==> src/rtl/clk_step_ctrl.sv <==
// ----------------------------------------------------------------------------
// clk_step_ctrl
//
// Single-step / free-run clock-enable controller for a hobby processor.
// A prescaler divides clkin down to a periodic tick. A small FSM decides
// whether that tick reaches the processor: continuously (RUN), once per
// debounced button press (STEP), or not at all (HALT).
//
// Parameters
//   DIV_W     width of the prescaler divide value
//   DB_MAX    number of consecutive stable clkin cycles the synchronized
//             pushbutton must differ from its debounced level before that
//             level is updated
//
// Ports
//   clkin     in   1      system clock
//   rst       in   1      asynchronous, active-high reset
//   run_req   in   1      asynchronous level requesting free-run mode
//   step_btn  in   1      asynchronous bouncy pushbutton, one step per press
//   halt_req  in   1      synchronous level forcing HALT (overrides requests)
//   div_val   in   DIV_W  prescaler period in clkin cycles (0 and 1 = every cycle)
//   cpu_en    out  1      one-clkin-cycle processor clock-enable pulse
//   clkout    out  1      toggles after each cpu_en pulse, for an LED or scope
//   state     out  2      FSM state: 00 HALT, 01 RUN, 10 STEP
//   instr_cnt out  16     count of cpu_en pulses, wraps 0xFFFF -> 0x0000
//
// Configuration
//   CLK_STEP_INSTR_CNT_EN  when defined, instr_cnt is a live 16-bit counter;
//                          when undefined, instr_cnt is tied to 16'h0000 and
//                          no counter flops exist.
// ----------------------------------------------------------------------------
module clk_step_ctrl #(
    parameter int unsigned DIV_W  = 24,
    parameter int unsigned DB_MAX = 1000000
) (
    input  logic             clkin,
    input  logic             rst,
    input  logic             run_req,
    input  logic             step_btn,
    input  logic             halt_req,
    input  logic [DIV_W-1:0] div_val,
    output logic             cpu_en,
    output logic             clkout,
    output logic [1:0]       state,
    output logic [15:0]      instr_cnt
);

    // ------------------------------------------------------------------------
    // Local parameters
    // ------------------------------------------------------------------------
    // Debounce counter runs 0..DB_MAX-1, so $clog2(DB_MAX) bits is enough.
    localparam int unsigned DB_W    = (DB_MAX > 1) ? $clog2(DB_MAX) : 1;
    localparam int unsigned DB_LASTI = (DB_MAX > 0) ? (DB_MAX - 1) : 0;
    localparam logic [DB_W-1:0] DB_LAST = DB_W'(DB_LASTI);

    typedef enum logic [1:0] {
        StHalt = 2'b00,
        StRun  = 2'b01,
        StStep = 2'b10
    } state_e;

    // ------------------------------------------------------------------------
    // Input synchronizers (two flops each)
    // ------------------------------------------------------------------------
    logic run_meta;
    logic run_sync;
    logic step_meta;
    logic step_sync;

    always_ff @(posedge clkin or posedge rst) begin
        if (rst) begin
            run_meta  <= 1'b0;
            run_sync  <= 1'b0;
            step_meta <= 1'b0;
            step_sync <= 1'b0;
        end else begin
            run_meta  <= run_req;
            run_sync  <= run_meta;
            step_meta <= step_btn;
            step_sync <= step_meta;
        end
    end

    // ------------------------------------------------------------------------
    // Pushbutton debounce
    // ------------------------------------------------------------------------
    // db_level follows step_sync only once the two have disagreed for DB_MAX
    // consecutive cycles; any cycle of agreement clears the run length.
    logic [DB_W-1:0] db_cnt;
    logic            db_level;
    logic            db_prev;
    logic            step_pulse;

    always_ff @(posedge clkin or posedge rst) begin
        if (rst) begin
            db_cnt   <= '0;
            db_level <= 1'b0;
            db_prev  <= 1'b0;
        end else begin
            db_prev <= db_level;
            if (step_sync != db_level) begin
                if (db_cnt == DB_LAST) begin
                    db_level <= step_sync;
                    db_cnt   <= '0;
                end else begin
                    db_cnt <= db_cnt + 1'b1;
                end
            end else begin
                db_cnt <= '0;
            end
        end
    end

    // Rising edge of the debounced level: high for exactly one cycle.
    assign step_pulse = db_level & ~db_prev;

    // ------------------------------------------------------------------------
    // Prescaler
    // ------------------------------------------------------------------------
    logic [DIV_W-1:0] pre_cnt;
    logic [DIV_W-1:0] div_last;
    logic             div_short;
    logic             tick;

    assign div_last  = div_val - 1'b1;
    assign div_short = (div_val <= DIV_W'(1));
    // div_last underflows for div_val == 0, but div_short masks that case.
    assign tick      = div_short | (pre_cnt == div_last);

    // A count already past the new terminal value (div_val lowered mid-count)
    // wraps without producing a tick, since pre_cnt != div_last there.
    always_ff @(posedge clkin or posedge rst) begin
        if (rst) begin
            pre_cnt <= '0;
        end else if (div_short || (pre_cnt >= div_last)) begin
            pre_cnt <= '0;
        end else begin
            pre_cnt <= pre_cnt + 1'b1;
        end
    end

    // ------------------------------------------------------------------------
    // Run / step / halt FSM
    // ------------------------------------------------------------------------
    state_e st_q;

    always_ff @(posedge clkin or posedge rst) begin
        if (rst) begin
            st_q <= StHalt;
        end else begin
            case (st_q)
                StHalt: begin
                    // step_pulse is only consumed here; elsewhere it is dropped.
                    if (!halt_req) begin
                        if (run_sync) begin
                            st_q <= StRun;
                        end else if (step_pulse) begin
                            st_q <= StStep;
                        end
                    end
                end
                StRun: begin
                    if (halt_req || !run_sync) begin
                        st_q <= StHalt;
                    end
                end
                StStep: begin
                    // Either the single enabled tick has gone out, or a halt
                    // cancelled the step before it did.
                    if (halt_req || tick) begin
                        st_q <= StHalt;
                    end
                end
                default: st_q <= StHalt;
            endcase
        end
    end

    assign state = st_q;

    // cpu_en is decoded from the registered state in the same cycle as tick so
    // the pulse lines up with the prescaler and is suppressed in the very
    // cycle a halt or run drop is seen. Reset forces state to HALT, which
    // clears cpu_en immediately.
    always_comb begin
        cpu_en = 1'b0;
        case (st_q)
            StRun:   cpu_en = tick & ~halt_req & run_sync;
            StStep:  cpu_en = tick & ~halt_req;
            default: cpu_en = 1'b0;
        endcase
    end

    // ------------------------------------------------------------------------
    // Visible clock and instruction counter
    // ------------------------------------------------------------------------
    always_ff @(posedge clkin or posedge rst) begin
        if (rst) begin
            clkout <= 1'b0;
        end else if (cpu_en) begin
            clkout <= ~clkout;
        end
    end

`ifdef CLK_STEP_INSTR_CNT_EN
    logic [15:0] icnt;

    always_ff @(posedge clkin or posedge rst) begin
        if (rst) begin
            icnt <= 16'h0000;
        end else if (cpu_en) begin
            icnt <= icnt + 16'd1;
        end
    end

    assign instr_cnt = icnt;
`else
    assign instr_cnt = 16'h0000;
`endif

endmodule

==> config.mk <==
export PLATFORM = sky130hd
export DESIGN_NAME = clk_step_ctrl
export DESIGN_NICKNAME = d
export VERILOG_FILES = /design/src/rtl/clk_step_ctrl.sv
export SDC_FILE = /design/constraint.sdc
export NUM_CORES = 1
export LEC_CHECK = 0
export BUFFER_PORTS_ARGS = -buffer_cell sky130_fd_sc_hd__buf_2
export CORE_AREA = 2 2 126 104
export DETAILED_ROUTE_END_ITERATION = 16
export DIE_AREA = 0 0 128 106
export PLACE_DENSITY = 0.52
export SYNTH_ARGS = -nofsm -noshare
export SYNTH_HDL_FRONTEND = slang
export SYNTH_SLANG_ARGS = --single-unit
==> constraint.sdc <==
create_clock -name clkin -period 7.6 [get_ports clkin]
set_input_delay 0.76 -clock clkin [delete_from_list [all_inputs] [get_ports clkin]]
set_output_delay 0.76 -clock clkin [all_outputs]
set_load 0.05 [all_outputs]
==> metrics.yaml <==
setup_path:
  r2r_slack_ps: 4870
  crit_top_cell: "buf_2"
  arrival_ps: 4100
  reg2reg_depth: 6
  path_class: "in -> out"
  cpMaxStageDelayCell: "or4_4"
  crit_cells: 12
  r2r-end: "pre_cnt[22]"
  critPathBufInv: 2
  crit_family: "simple AND/OR/NAND/NOR gates"
  end_kind: "output port"
  path_max_fanout: 4
  regToRegStartpoint: "pre_cnt[23]"
  crit_path_max_incr_delay_ps: 570
  cp.required_ps: 6840
  cp-endpoint: "cpu_en"
  critPathLaunch: "div_val[10]"
  start_kind: "primary input"
  cp_cell_sequence: "buf_2, or4_4, nor2_1, and4_1, nand2_1, xor2_1, ha_1, nand4_1, nor4_1, a32oi_2, nor4b_4, buf_2"
power_and_ir_drop:
  p_sw_share_pct: 35.1
  ir_worst_vdd_mv: 0.0872
  switchingPower_uw: 290
  internal_power_uw: 536
  seq_power_share_pct: 44.4
  total_leakage_power_nw: 1.76
  power_density_nw_per_um2: 204
  clkPwrFrac_pct: 27.4
  p_comb_share_pct: 28.2
floorplanning:
  die_area_um2: 13600
  fp.dieW_um: 128
  core-area_um2: 12400
  rows: 37
  io_pins: 49
  initial_utilization_pct: 29.2
  die_y_um: 106
min_path:
  min_path_type: "reg -> reg"
finish:
  final_util_pct: 32.6
  layout.cells.most_common: "dfrtp_1"
  antennaDiodeCount: 0
  area_growth_pct: 11.5
  final_cell_mix: "53 x dfrtp_1, 39 x nor3_1, 36 x nor2_1, 34 x xnor2_1, 32 x buf_2"
  fin_nets: 482
  drive_above_1_share_pct: 12.3
  fin_area_um2: 4040
  final_cells: 579
grt:
  grt_max_degree: 54
  grt_overflow: 0
  grt_pass1_wl_um: 13100
  antenna_found_initial: 0
  track_usage_pct: 11.7
  grt_pass1_vias: 2705
logic_synthesis:
  async_reset_ff_share_pct: 100
  yosysSeqAreaShare_pct: 36.6
  ys.flop_type: "dfrtp_1"
  synth_edf_count: 0
  ys_types: 42
  yosysWarnings: 0
  synth-seq-cells: 53
  avgSynthCellArea_um2: 9.30
  synthCells: 390
  netlist_area_um2: 3630
timing:
  drv_slew: 0
  tns_ps: 0
  hold_viol: 0
  tightest_slew_ps: 975
  worst_slack_ps: 2740
  finalSetupViolCount: 0
  rsz0062_at_grt: "false"
  period_minus_slack_ps: 4860
  max_freq_ghz: 0.206
  fin_crit_sh_pct: 64.0
  slew_headroom_pct: 35.0
  clock_skew_ps: 6.67
placement:
  port-buffer-count: 32
  placed_area_um2: 3900
  placedCellCount: 571
  gp_congestion: 0.817
  dp_hpwl_um: 5680
  dp_slack_ps: 2790
routing:
  dr.first_iter.drc_count: 161
  via_per_inst: 4.74
  ant_nets: 0
  wl_um: 7560
  drt-pass1-iter-count: 4
  vias: 2743
  wl_per_cell_um: 13.1
  drc: 0
clocking:
  h-tree-depth: 2
  cts_num_sinks: 53
  post_cts_resized: 0
  ctsHoldBuffers: 0
  root_buffer: "clkbuf_16"
  clockBufferDepth: 2
  clkTransAtPathRegs_ps: 70
  tritoncts.num_buffers: 5
  cts_tree: "built"
  postCtsSetupBuffers: 0
  clkLatencyLatePin_ps: 290
job:
  cap_violations: 0
run_status:
  status: "complete, no violations"
==> how the worst min path moves through the flow <==
stage | startpoint | to | slack, ps | cells past startpoint
after detailed placement | run_meta | run_sync | 340 | 0
after floorplan | run_meta | run_sync | 330 | 0
after global placement | run_meta | run_sync | 340 | 0
after CTS | run_meta | run_sync | 350 | 0
after global routing | step_meta | step_sync | 360 | 0
final | step_meta | step_sync | 350 | 0
==> power groups by stage <==
stage | logic [mW] | clock network (mW) | registers, mW
after floorplan | 0.176 | 0 | 0.372
after global placement | 0.224 | 0 | 0.372
after detailed placement | 0.234 | 0 | 0.372
after CTS | 0.235 | 0.235 | 0.367
after global routing | 0.269 | 0.246 | 0.375
final | 0.233 | 0.226 | 0.367
==> registers in the layout (all words and copies together), names as in the netlist <==
| signal | count |
|---|---|
| db_prev | 1 |
| state | 2 |
| clkout | 1 |
| pre_cnt | 24 |
| step_sync | 1 |
| run_meta | 1 |
| step_meta | 1 |
| db_cnt | 20 |
| db_level | 1 |
| run_sync | 1 |
==> worst register-to-register path, delay by kind of cell (launching register included) <==
kind                     cells  cell delay (ps)
AO/OA/AOI/OAI                1              380
adder cells (fa/ha/maj)      1              340
AND/OR/NAND/NOR              4             1490
flip-flops                   1              400
==> cell type report <==
class	count	area (um^2)
Fill cell	1274	8360
Tap cell	156	195
Clock inverter	3	21.3
Sequential cell	53	1330
Multi-Input combinational cell	317	2160
Inverter	12	45.0
Clock buffer	5	125
Timing Repair Buffer	33	168
==> logic make-up after synthesis <==
group	after synthesis	share of synthesized area, %
fa+ha+maj	31	10.7
mux	3	0.862
other cells	1	0.103
xor+xnor	63	15.2
buf+inv	35	5.35
simple gates	177	26.5
flops	53	36.6
compound gates	27	4.69
==> layer usage <==
layer  GRT usage, %  share of wire, %  vias to the layer above
met4           2.43               1.2                        0
met3           2.16               2.0                        4
met5              0                 0                        -
met2           18.1                44                       27
li1               -                 -                     1397
met1           16.9                53                     1315
==> through the flow <==
step	total power [mW]	hold slack, ps
final	0.826	351
after global routing	0.890	357
after CTS	0.837	353
after detailed placement	0.605	336
after global placement	0.596	336
after floorplan	0.548	331
==> Yosys cell counts, drive strengths merged, types with 2 or more instances <==
cell    instances  share of area, %
a21oi          12               1.7
and3            7               1.2
and4            6               1.4
buf            18               3.6
clkbuf          5              0.52
dfrtp          53                37
ha             31                11
inv            12               1.2
mux2i           2              0.55
nand2          30               3.1
nand3          16               2.2
nand3b          6               1.2
nand4          11               1.9
nor2           36               3.7
nor2b           2              0.34
nor3           39               5.4
nor3b           3              0.62
nor4            9               2.4
nor4b           3               1.1
o21ai           6              0.83
o31a            2              0.48
or2             2              0.34
or3             2              0.41
or4             2              0.52
xnor2          34               8.2
xor2           29               7.0
Power figures use the tool's default switching activity.
